$ cat src/rtl/e203_csr_access_ctrl_if.sv
// CSR access handshake between the EXU CSR path and the machine trap CSR block.
interface e203_csr_access_ctrl_if;
    logic        csr_req_valid;
    logic        csr_req_ready;
    logic [11:0] csr_req_addr;
    logic [1:0]  csr_req_op;
    logic [31:0] csr_req_wdata;
    logic        csr_req_wen;
    logic        priv_m;
    logic        csr_rsp_valid;
    logic        csr_rsp_ready;
    logic [31:0] csr_rsp_rdata;
    logic        csr_rsp_err;

    modport master (
        output csr_req_valid,
        input  csr_req_ready,
        output csr_req_addr,
        output csr_req_op,
        output csr_req_wdata,
        output csr_req_wen,
        output priv_m,
        input  csr_rsp_valid,
        output csr_rsp_ready,
        input  csr_rsp_rdata,
        input  csr_rsp_err
    );

    modport slave (
        input  csr_req_valid,
        output csr_req_ready,
        input  csr_req_addr,
        input  csr_req_op,
        input  csr_req_wdata,
        input  csr_req_wen,
        input  priv_m,
        output csr_rsp_valid,
        input  csr_rsp_ready,
        output csr_rsp_rdata,
        output csr_rsp_err
    );
endinterface

$ cat src/rtl/e203_csr_access_ctrl.sv
// Machine trap CSR block: mtvec/mscratch/mepc read-modify-write plus read-only mhartid.
module e203_csr_access_ctrl #(
    parameter logic [31:0] MTVEC_RESET  = 32'h0000_0000,
    parameter logic [31:0] HART_ID      = 32'h0,
    parameter bit          MTVEC_VEC_EN = 1'b1
) (
    input  logic                         clk,
    input  logic                         rst,
    e203_csr_access_ctrl_if.slave        csr,
    output logic [31:0]                  mtvec_o,
    output logic [31:0]                  mscratch_o,
    output logic [31:0]                  mepc_o
);

    localparam logic [31:0] MTVEC_RST_VAL =
        MTVEC_VEC_EN ? MTVEC_RESET : {MTVEC_RESET[31:2], 2'b00};

    typedef enum logic [1:0] {IDLE, EXEC, RESP} state_t;

    state_t      state;
    state_t      state_nxt;

    logic [11:0] addr_q;
    logic [1:0]  op_q;
    logic [31:0] wdata_q;
    logic        wen_q;
    logic        priv_q;

    logic [31:0] mtvec_q;
    logic [31:0] mscratch_q;
    logic [31:0] mepc_q;
    logic [31:0] rdata_q;
    logic        err_q;

    logic        accept;
    logic        sel_mtvec;
    logic        sel_mscratch;
    logic        sel_mepc;
    logic        sel_mhartid;
    logic [31:0] old_val;
    logic [31:0] new_val;
    logic [31:0] mtvec_new;
    logic        err;
    logic        wr_ok;

    // State register
    always_ff @(posedge clk) begin
        if (rst) state <= IDLE;
        else     state <= state_nxt;
    end

    // Next-state logic
    always_comb begin
        state_nxt = state;
        unique case (state)
            IDLE:    if (csr.csr_req_valid) state_nxt = EXEC;
            EXEC:    state_nxt = RESP;
            RESP:    if (csr.csr_rsp_ready) state_nxt = IDLE;
            default: state_nxt = IDLE;
        endcase
    end

    // Output logic
    always_comb begin
        csr.csr_req_ready = (state == IDLE);
        csr.csr_rsp_valid = (state == RESP);
        csr.csr_rsp_rdata = rdata_q;
        csr.csr_rsp_err   = err_q;
    end

    assign accept = csr.csr_req_valid & csr.csr_req_ready;

    always_ff @(posedge clk) begin
        if (rst) begin
            addr_q  <= '0;
            op_q    <= '0;
            wdata_q <= '0;
            wen_q   <= 1'b0;
            priv_q  <= 1'b0;
        end else if (accept) begin
            addr_q  <= csr.csr_req_addr;
            op_q    <= csr.csr_req_op;
            wdata_q <= csr.csr_req_wdata;
            wen_q   <= csr.csr_req_wen;
            priv_q  <= csr.priv_m;
        end
    end

    always_comb begin
        sel_mtvec    = (addr_q == 12'h305);
        sel_mscratch = (addr_q == 12'h340);
        sel_mepc     = (addr_q == 12'h341);
        sel_mhartid  = (addr_q == 12'hF14);
        old_val      = 32'h0;
        unique case (1'b1)
            sel_mtvec:    old_val = mtvec_q;
            sel_mscratch: old_val = mscratch_q;
            sel_mepc:     old_val = mepc_q;
            sel_mhartid:  old_val = HART_ID;
            default:      old_val = 32'h0;
        endcase
        new_val = old_val;
        unique case (op_q)
            2'b01:   new_val = wdata_q;
            2'b10:   new_val = old_val | wdata_q;
            2'b11:   new_val = old_val & ~wdata_q;
            default: new_val = old_val;
        endcase
        err = ~(sel_mtvec | sel_mscratch | sel_mepc | sel_mhartid)
            | ~priv_q
            | (sel_mhartid & wen_q);
        wr_ok = (state == EXEC) & wen_q & (op_q != 2'b00) & ~err;
        // Reserved modes 10/11 fall back to direct mode
        mtvec_new = new_val;
        if (!MTVEC_VEC_EN || new_val[1]) mtvec_new[1:0] = 2'b00;
    end

    always_ff @(posedge clk) begin
        if (rst) begin
            mtvec_q    <= MTVEC_RST_VAL;
            mscratch_q <= 32'h0;
            mepc_q     <= 32'h0;
        end else begin
            if (wr_ok && sel_mtvec)    mtvec_q    <= mtvec_new;
            if (wr_ok && sel_mscratch) mscratch_q <= new_val;
            if (wr_ok && sel_mepc)     mepc_q     <= {new_val[31:1], 1'b0};
        end
    end

    always_ff @(posedge clk) begin
        if (rst) begin
            rdata_q <= 32'h0;
            err_q   <= 1'b0;
        end else if (state == EXEC) begin
            rdata_q <= err ? 32'h0 : old_val;
            err_q   <= err;
        end
    end

    assign mtvec_o    = mtvec_q;
    assign mscratch_o = mscratch_q;
    assign mepc_o     = mepc_q;

endmodule

$ cat src/flat_wrapper.sv
// flat-port wrapper written by rule: the top's interface ports become plain ports
module e203_csr_access_ctrl_flat 
#(
    parameter logic [31:0] MTVEC_RESET  = 32'h0000_0000,
    parameter logic [31:0] HART_ID      = 32'h0,
    parameter bit          MTVEC_VEC_EN = 1'b1
)
  (clk, rst, mtvec_o, mscratch_o, mepc_o, csr_csr_req_valid, csr_csr_req_ready, csr_csr_req_addr, csr_csr_req_op, csr_csr_req_wdata, csr_csr_req_wen, csr_priv_m, csr_csr_rsp_valid, csr_csr_rsp_ready, csr_csr_rsp_rdata, csr_csr_rsp_err);
  e203_csr_access_ctrl_if csr_i ();
  input  logic clk;
  input  logic rst;
  output logic [31:0] mtvec_o;
  output logic [31:0] mscratch_o;
  output logic [31:0] mepc_o;
  input wire logic [$bits(csr_i.csr_req_valid)-1:0] csr_csr_req_valid;
  output wire logic [$bits(csr_i.csr_req_ready)-1:0] csr_csr_req_ready;
  input wire logic [$bits(csr_i.csr_req_addr)-1:0] csr_csr_req_addr;
  input wire logic [$bits(csr_i.csr_req_op)-1:0] csr_csr_req_op;
  input wire logic [$bits(csr_i.csr_req_wdata)-1:0] csr_csr_req_wdata;
  input wire logic [$bits(csr_i.csr_req_wen)-1:0] csr_csr_req_wen;
  input wire logic [$bits(csr_i.priv_m)-1:0] csr_priv_m;
  output wire logic [$bits(csr_i.csr_rsp_valid)-1:0] csr_csr_rsp_valid;
  input wire logic [$bits(csr_i.csr_rsp_ready)-1:0] csr_csr_rsp_ready;
  output wire logic [$bits(csr_i.csr_rsp_rdata)-1:0] csr_csr_rsp_rdata;
  output wire logic [$bits(csr_i.csr_rsp_err)-1:0] csr_csr_rsp_err;
  assign csr_i.csr_req_valid = csr_csr_req_valid;
  assign csr_csr_req_ready = csr_i.csr_req_ready;
  assign csr_i.csr_req_addr = csr_csr_req_addr;
  assign csr_i.csr_req_op = csr_csr_req_op;
  assign csr_i.csr_req_wdata = csr_csr_req_wdata;
  assign csr_i.csr_req_wen = csr_csr_req_wen;
  assign csr_i.priv_m = csr_priv_m;
  assign csr_csr_rsp_valid = csr_i.csr_rsp_valid;
  assign csr_i.csr_rsp_ready = csr_csr_rsp_ready;
  assign csr_csr_rsp_rdata = csr_i.csr_rsp_rdata;
  assign csr_csr_rsp_err = csr_i.csr_rsp_err;
  e203_csr_access_ctrl #(.MTVEC_RESET(MTVEC_RESET), .HART_ID(HART_ID), .MTVEC_VEC_EN(MTVEC_VEC_EN)) u_core (.clk(clk), .rst(rst), .csr(csr_i), .mtvec_o(mtvec_o), .mscratch_o(mscratch_o), .mepc_o(mepc_o));
endmodule
$ cat config.mk
export PLATFORM = sky130hd
export DESIGN_NAME = e203_csr_access_ctrl_flat
export DESIGN_NICKNAME = d
export VERILOG_FILES = /design/src/rtl/e203_csr_access_ctrl_if.sv /design/src/rtl/e203_csr_access_ctrl.sv /design/src/flat_wrapper.sv
export SDC_FILE = /design/constraint.sdc
export NUM_CORES = 1
export LEC_CHECK = 0
export CAP_MARGIN = 40
export CORE_MARGIN = 5
export CORE_UTILIZATION = 30
export CTS_BUF_LIST = sky130_fd_sc_hd__clkbuf_2 sky130_fd_sc_hd__clkbuf_4 sky130_fd_sc_hd__clkbuf_8
export CTS_CLUSTER_SIZE = 40
export DETAILED_ROUTE_END_ITERATION = 8
export SYNTH_ARGS = -nofsm -noshare
export SYNTH_HDL_FRONTEND = slang
export SYNTH_SLANG_ARGS = --single-unit
$ cat constraint.sdc
create_clock -name clk -period 6.1 [get_ports clk]
set_input_delay 0.915 -clock clk [delete_from_list [all_inputs] [get_ports clk]]
set_output_delay 0.915 -clock clk [all_outputs]
set_load 0.02 [all_outputs]
==> impl_metrics.csv, run 1 <==
group,metric,value,unit
timing,hold_viol,0,
power_and_ir_drop,peakVddDrop,0.1013,mV
synthesis,synth_area,0.008656,mm^2
clocking,cts_buffers,17,
synthesis,synth_edf_count,0,
clocking,h-tree-depth,4,
timing,skew,0.01757,ns
global_routing,grt_usage,18.38,%
clocking,cts_setup_buffers,0,
layout,area_growth,28.94,%
timing,setup_viol,0,
timing,hold_slack,0.4571,ns
floorplanning,fp.dieH,179.9,um
placement,gp_congestion,0.8420,
routing,wirelength,30720,um
setup_path,cp_max_fo,21,
layout,postLayoutCoreUtil,38.99,%
setup_path,critPathLaunchType,"flop",
synthesis,synth_seq_area_share,40.94,%
synthesis,synthArstFlopShare,0,%
synthesis,synth_area_leader_cell,"dfxtp_1",
synthesis,yosysUniqueCellTypes,54,
layout,drive_above_1_share,6.245,%
routing,wl_per_cell,19.37,um
clocking,clock_latency,0.47,ns
setup_path,end_kind,"flop",
routing,drt_pre_antenna_iters,5,
placement,dp_hpwl,21400,um
placement,port_buffers,180,
power_and_ir_drop,power.density,198.6,mW/mm^2
clocking,clk_pin_slew_worst_paths,0.10,ns
timing,drv_slew,0,
floorplanning,die_area,0.03235,mm^2
synthesis,yosysWarnings,0,
synthesis,netlist_top_cells_area,"dfxtp_1 41%, nand2_1 8.8%, o21bai_1 7.5%",
timing,setup_tns,0,ns
routing,vias,8496,
timing,fmax,0.3371,GHz
power_and_ir_drop,finalPower,2216,uW
synthesis,synth_flop_cell,"dfxtp_1",
floorplanning,rows,62,
layout,final_net_count,1241,
global_routing,grt_antenna_before_repair,1,
synthesis,avgSynthCellArea,8.128,um^2
clocking,hold_buffers,0,
global_routing,grt_pass1_wl,47730,um
run_status,status,"finished, final reports clean",
routing,drt_iter0_drc,785,
synthesis,synth_top_area_share,40.94,%
routing,drc,0,
routing,ant_nets,0,
timing,max_slew_margin,38.35,%
routing,via_per_inst,5.357,
global_routing,grt_max_degree,91,
clocking,cts_resized,0,
clocking,cts_tree,"yes",
layout,fillCellCount,2931,
timing,min_period_over_period,48.63,%
clocking,cts_sinks,177,
floorplanning,start_util,30.24,%
synthesis,synthCells,1065,
clocking,cts-root-buf,"clkbuf_8",
synthesis,ys_top_cells_by_count,"203 x nand2_1, 177 x dfxtp_1, 97 x a21oi_1, 87 x o21bai_1, 65 x clkbuf_1",
setup_path,worstPathRequired,6.41,ns
global_routing,grt_overflow,0,
synthesis,synth.most_common_cell,"nand2_1",
power_and_ir_drop,leakage,0.003974,uW
global_routing,grt_pass1_vias,8178,
timing,rsz0062_at_grt,"false",
worst_hold_path,hp-class,"flop to flop",
layout,regArea,0.003543,mm^2
floorplanning,dieWidth,179.9,um
timing,tightest_slew,0.9214,ns
floorplanning,core,0.02863,mm^2
synthesis,ys_ff_latch,177,
setup_path,critPathKind,"flop to flop",
layout,multi_input_area,0.004608,mm^2
flow_run,timing.max_cap.violations,0,
floorplanning,pin_count,183,
setup_path,critical_path_arrival,3.28,ns
setup_path,rrSetupSlack,3.13,ns
timing,period_minus_slack,2.967,ns
clocking,cts_buffer_depth,2,
metal layers:
layer	vias up	wire length (um)	track usage (%)
met5	-	0	0
met1	4013	13680	24.28
li1	4124	-	-
met3	36	1982	4.325
met4	0	607	5.547
met2	323	14450	29.97
layout by cell type, fill, tap and decap left out, types with 27 or more instances in the layout:
master,n
nand2_1,202
clkdlybuf4s50_1,179
dfxtp_1,177
a21oi_1,97
o21bai_1,87
a41oi_1,45
and3_1,36
o21ai_0,36
o21a_1,31
inv_1,30
nor2_1,27
path summary, 6_finish.rpt:
kind | start | cells past startpoint | endpoint
max | u_core.addr_q[7] | 6 | u_core.mtvec_o[31]
min | u_core.addr_q[1] | 2 | u_core.addr_q[1]
max reg2reg | u_core.addr_q[7] | 6 | u_core.mtvec_o[31]
min reg2reg | u_core.addr_q[1] | 2 | u_core.addr_q[1]
cell type report:
class                      count  share of cell area [%]
clock buffer                  20                   2.410
antenna                        1                 0.02242
inverter                      30                   1.009
timing repair buffer         200                   18.25
multi-input combinational    763                   41.29
sequential                   177                   31.75
tap                          384                   4.305
clock inverter                11                  0.9641
power breakdown:
group / leakage, uW / internal, uW / switching [uW]
logic: 0.00236 / 81.6 / 121
registers: 0.00143 / 1180 / 27.0
clock network: 0.000183 / 350 / 460
total: 0.00397 / 1610 / 608
worst max-delay path, cell delays in order (launching register included):
cell	delay [ns]
dfxtp_1	0.90
nor4b_4	0.11
a211oi_2	0.57
and3_1	0.67
buf_8	0.24
mux2i_1	0.20
o22ai_1	0.10
kinds of logic (layout without fill, tap and decap cells):
logic type	Yosys count	count (layout)	share of synthesized area [%]
buffers and inverters	126	261	5.970
and+or+nand+nor	351	351	20.06
muxes	4	4	0.4770
AOI/OAI and AO/OA	406	406	32.51
other	1	3	0.04332
DFF	177	177	40.94
registers in the layout, summed over array words and instances (netlist names):
signal	count
u_core.addr_q	12
u_core.csr.csr_rsp_err	1
u_core.csr.csr_rsp_rdata	32
u_core.mepc_o	31
u_core.mscratch_o	32
u_core.mtvec_o	31
u_core.op_q	2
u_core.priv_q	1
u_core.state	2
u_core.wdata_q	32
u_core.wen_q	1
metrics by stage:
step                      area [um^2]  worst slack (ns)  std cells
after floorplan                  8660             4.047       1066
after global placement          10630             2.952       1546
after detailed placement        10780             3.167       1554
after CTS                       11160             3.142       1585
after global routing            11160             2.821       1586
final                           11160             3.133       1586
Power figures use the tool's default switching activity.
==> inputs of run 2 (changes only) <==
==> constraint.sdc (replaced) <==
create_clock -name clk -period 2.95 [get_ports clk]
set_input_delay 0.4425 -clock clk [delete_from_list [all_inputs] [get_ports clk]]
set_output_delay 0.4425 -clock clk [all_outputs]
set_load 0.02 [all_outputs]
==> run 2 against run 1 <==
  * Register-to-register slack worse by 2.6 ns
  * Sequential cell count unchanged
  * Sequential power rose by 110%
  * Clock-buffer cell count shrank 2
  * Power increased by 100%
  * Cell count up 0.82%
  * Combinational power rose by 120%
  * Clock power up 90%
==> impl_metrics.csv, run 2 (synthesized netlist as in run 1, its figures left out) <==
group,metric,value,unit
power_and_ir_drop,peakVddDrop,0.2498,mV
clocking,clk_pin_slew_worst_paths,0.10,ns
setup_path,worstPathCellList,"nor3b_2 > and2_1 > buf_4 > o2bb2ai_1 > nand2_1 > a41oi_1",
global_routing,grt_pass1_wl,48330,um
timing,tightest_slew,0.8215,ns
setup_path,slowest_delay,0.55,ns
clocking,cts_buffers,17,
clocking,cts_sinks,177,
global_routing,grt_overflow,0,
floorplanning,die_area,0.03235,mm^2
timing,setup_viol,0,
setup_path,critical_path_arrival,2.81,ns
layout,fillCellCount,2941,
timing,drv_slew,0,
setup_path,cp.buffers_inverters,1,
routing,drt_pre_antenna_iters,5,
floorplanning,dieWidth,179.9,um
clocking,cts_buffer_depth,2,
layout,drive_above_1_share,7.166,%
clocking,cts_tree,"yes",
layout,multi_input_area,0.004606,mm^2
worst_hold_path,hp-class,"flop to flop",
routing,drt_iter0_drc,779,
setup_path,critPathKind,"flop to flop",
timing,hold_viol,0,
power_and_ir_drop,finalPower,4465,uW
clocking,cts_resized,0,
setup_path,critPathSlowestCell,"nor3b_2",
floorplanning,pin_count,183,
global_routing,grt_max_degree,102,
clocking,hold_buffers,0,
setup_path,critPathLaunchType,"flop",
power_and_ir_drop,power.density,399.8,mW/mm^2
floorplanning,core,0.02863,mm^2
layout,final_net_count,1255,
floorplanning,rows,62,
clocking,cts_setup_buffers,0,
timing,period_minus_slack,2.421,ns
routing,ant_nets,0,
placement,dp_hpwl,21450,um
setup_path,rrSetupSlack,0.53,ns
clocking,cts-root-buf,"clkbuf_8",
flow_run,timing.max_cap.violations,0,
layout,regArea,0.003543,mm^2
placement,port_buffers,180,
setup_path,cp_max_fo,16,
clocking,clock_latency,0.47,ns
layout,layout_common_cells,"202 x nand2_1, 179 x clkdlybuf4s50_1, 177 x dfxtp_1, 97 x a21oi_1, 87 x o21bai_1",
setup_path,worstPathRequired,3.34,ns
routing,via_per_inst,5.376,
timing,rsz0062_at_grt,"false",
global_routing,grt_antenna_before_repair,1,
floorplanning,fp.dieH,179.9,um
layout,area_growth,29.04,%
routing,vias,8596,
setup_path,end_kind,"flop",
timing,skew,0.01365,ns
power_and_ir_drop,leakage,0.004018,uW
routing,wirelength,31490,um
setup_path,cp_top_family,"simple AND/OR/NAND/NOR gates",
global_routing,grt_pass1_vias,8381,
global_routing,grt_usage,18.62,%
placement,gp_congestion,0.8352,
timing,max_slew_margin,45.24,%
clocking,h-tree-depth,4,
routing,wl_per_cell,19.70,um
floorplanning,start_util,30.24,%
run_status,status,"finished, final reports clean",
timing,fmax,0.4131,GHz
timing,setup_tns,0,ns
routing,drc,0,
layout,layout_commonest_cell,"nand2_1",
timing,min_period_over_period,82.06,%
-- run 2: cell types whose count changed in the layout (fill, tap and decap cells not counted), sizes merged --
cell      before  now
clkinvlp       4    1
inv           32   33
clkinv         4    8
clkbuf        20   18
buf           21   35
bufinv         1    0
-- run 2: worst register-to-register path, delay by kind of cell, from the launching register on --
family	cells	cell delay (ns)
and+or+nand+nor	3	1.01
DFF	1	0.54
AOI/OAI and AO/OA	2	0.49
buffers and inverters	1	0.31
-- run 2: layer usage --
metal	track usage [%]	part of all wire, %	routed length (um)
met5	0	0	0
met1	24.87	45	14250
met4	6.797	2.7	848
met3	3.739	5.8	1815
met2	29.92	46	14580
-- run 2: report_power, final --
part	internal [uW]	switching, uW	total, uW
sequential	2430	48.1	2480
combinational	177	271	447
clock	599	937	1540
total	3210	1260	4470
-- run 2: worst paths after layout --
kind / from / endpoint / cells after the start
min reg2reg: u_core.addr_q[9] / u_core.addr_q[9] / 2
max reg2reg: u_core.addr_q[6] / u_core.mscratch_o[27] / 6
max: u_core.addr_q[6] / u_core.mscratch_o[27] / 6
min: u_core.addr_q[9] / u_core.addr_q[9] / 2
-- run 2: cell type report --
cell class	instances	share of cell area (%)
multi-input combinational	763	41.23
sequential	177	31.72
timing repair buffer	214	18.73
tap	384	4.302
clock buffer	18	2.218
inverter	30	1.008
clock inverter	12	0.7617
antenna	1	0.02240
-- run 2: metrics by stage --
step                setup slack (ns)  cells  hold slack, ns  area, um^2  util, %
finish                        0.5292   1599          0.4578       11170    39.02
global placement              0.5903   1568          0.4320       10830    37.85
floorplan                      1.007   1066          0.4318        8660        -
detailed placement            0.5884   1568          0.4407       10830    37.85
CTS                           0.5719   1598          0.4418       11170    39.01
global route                  0.3121   1599          0.4705       11170    39.02
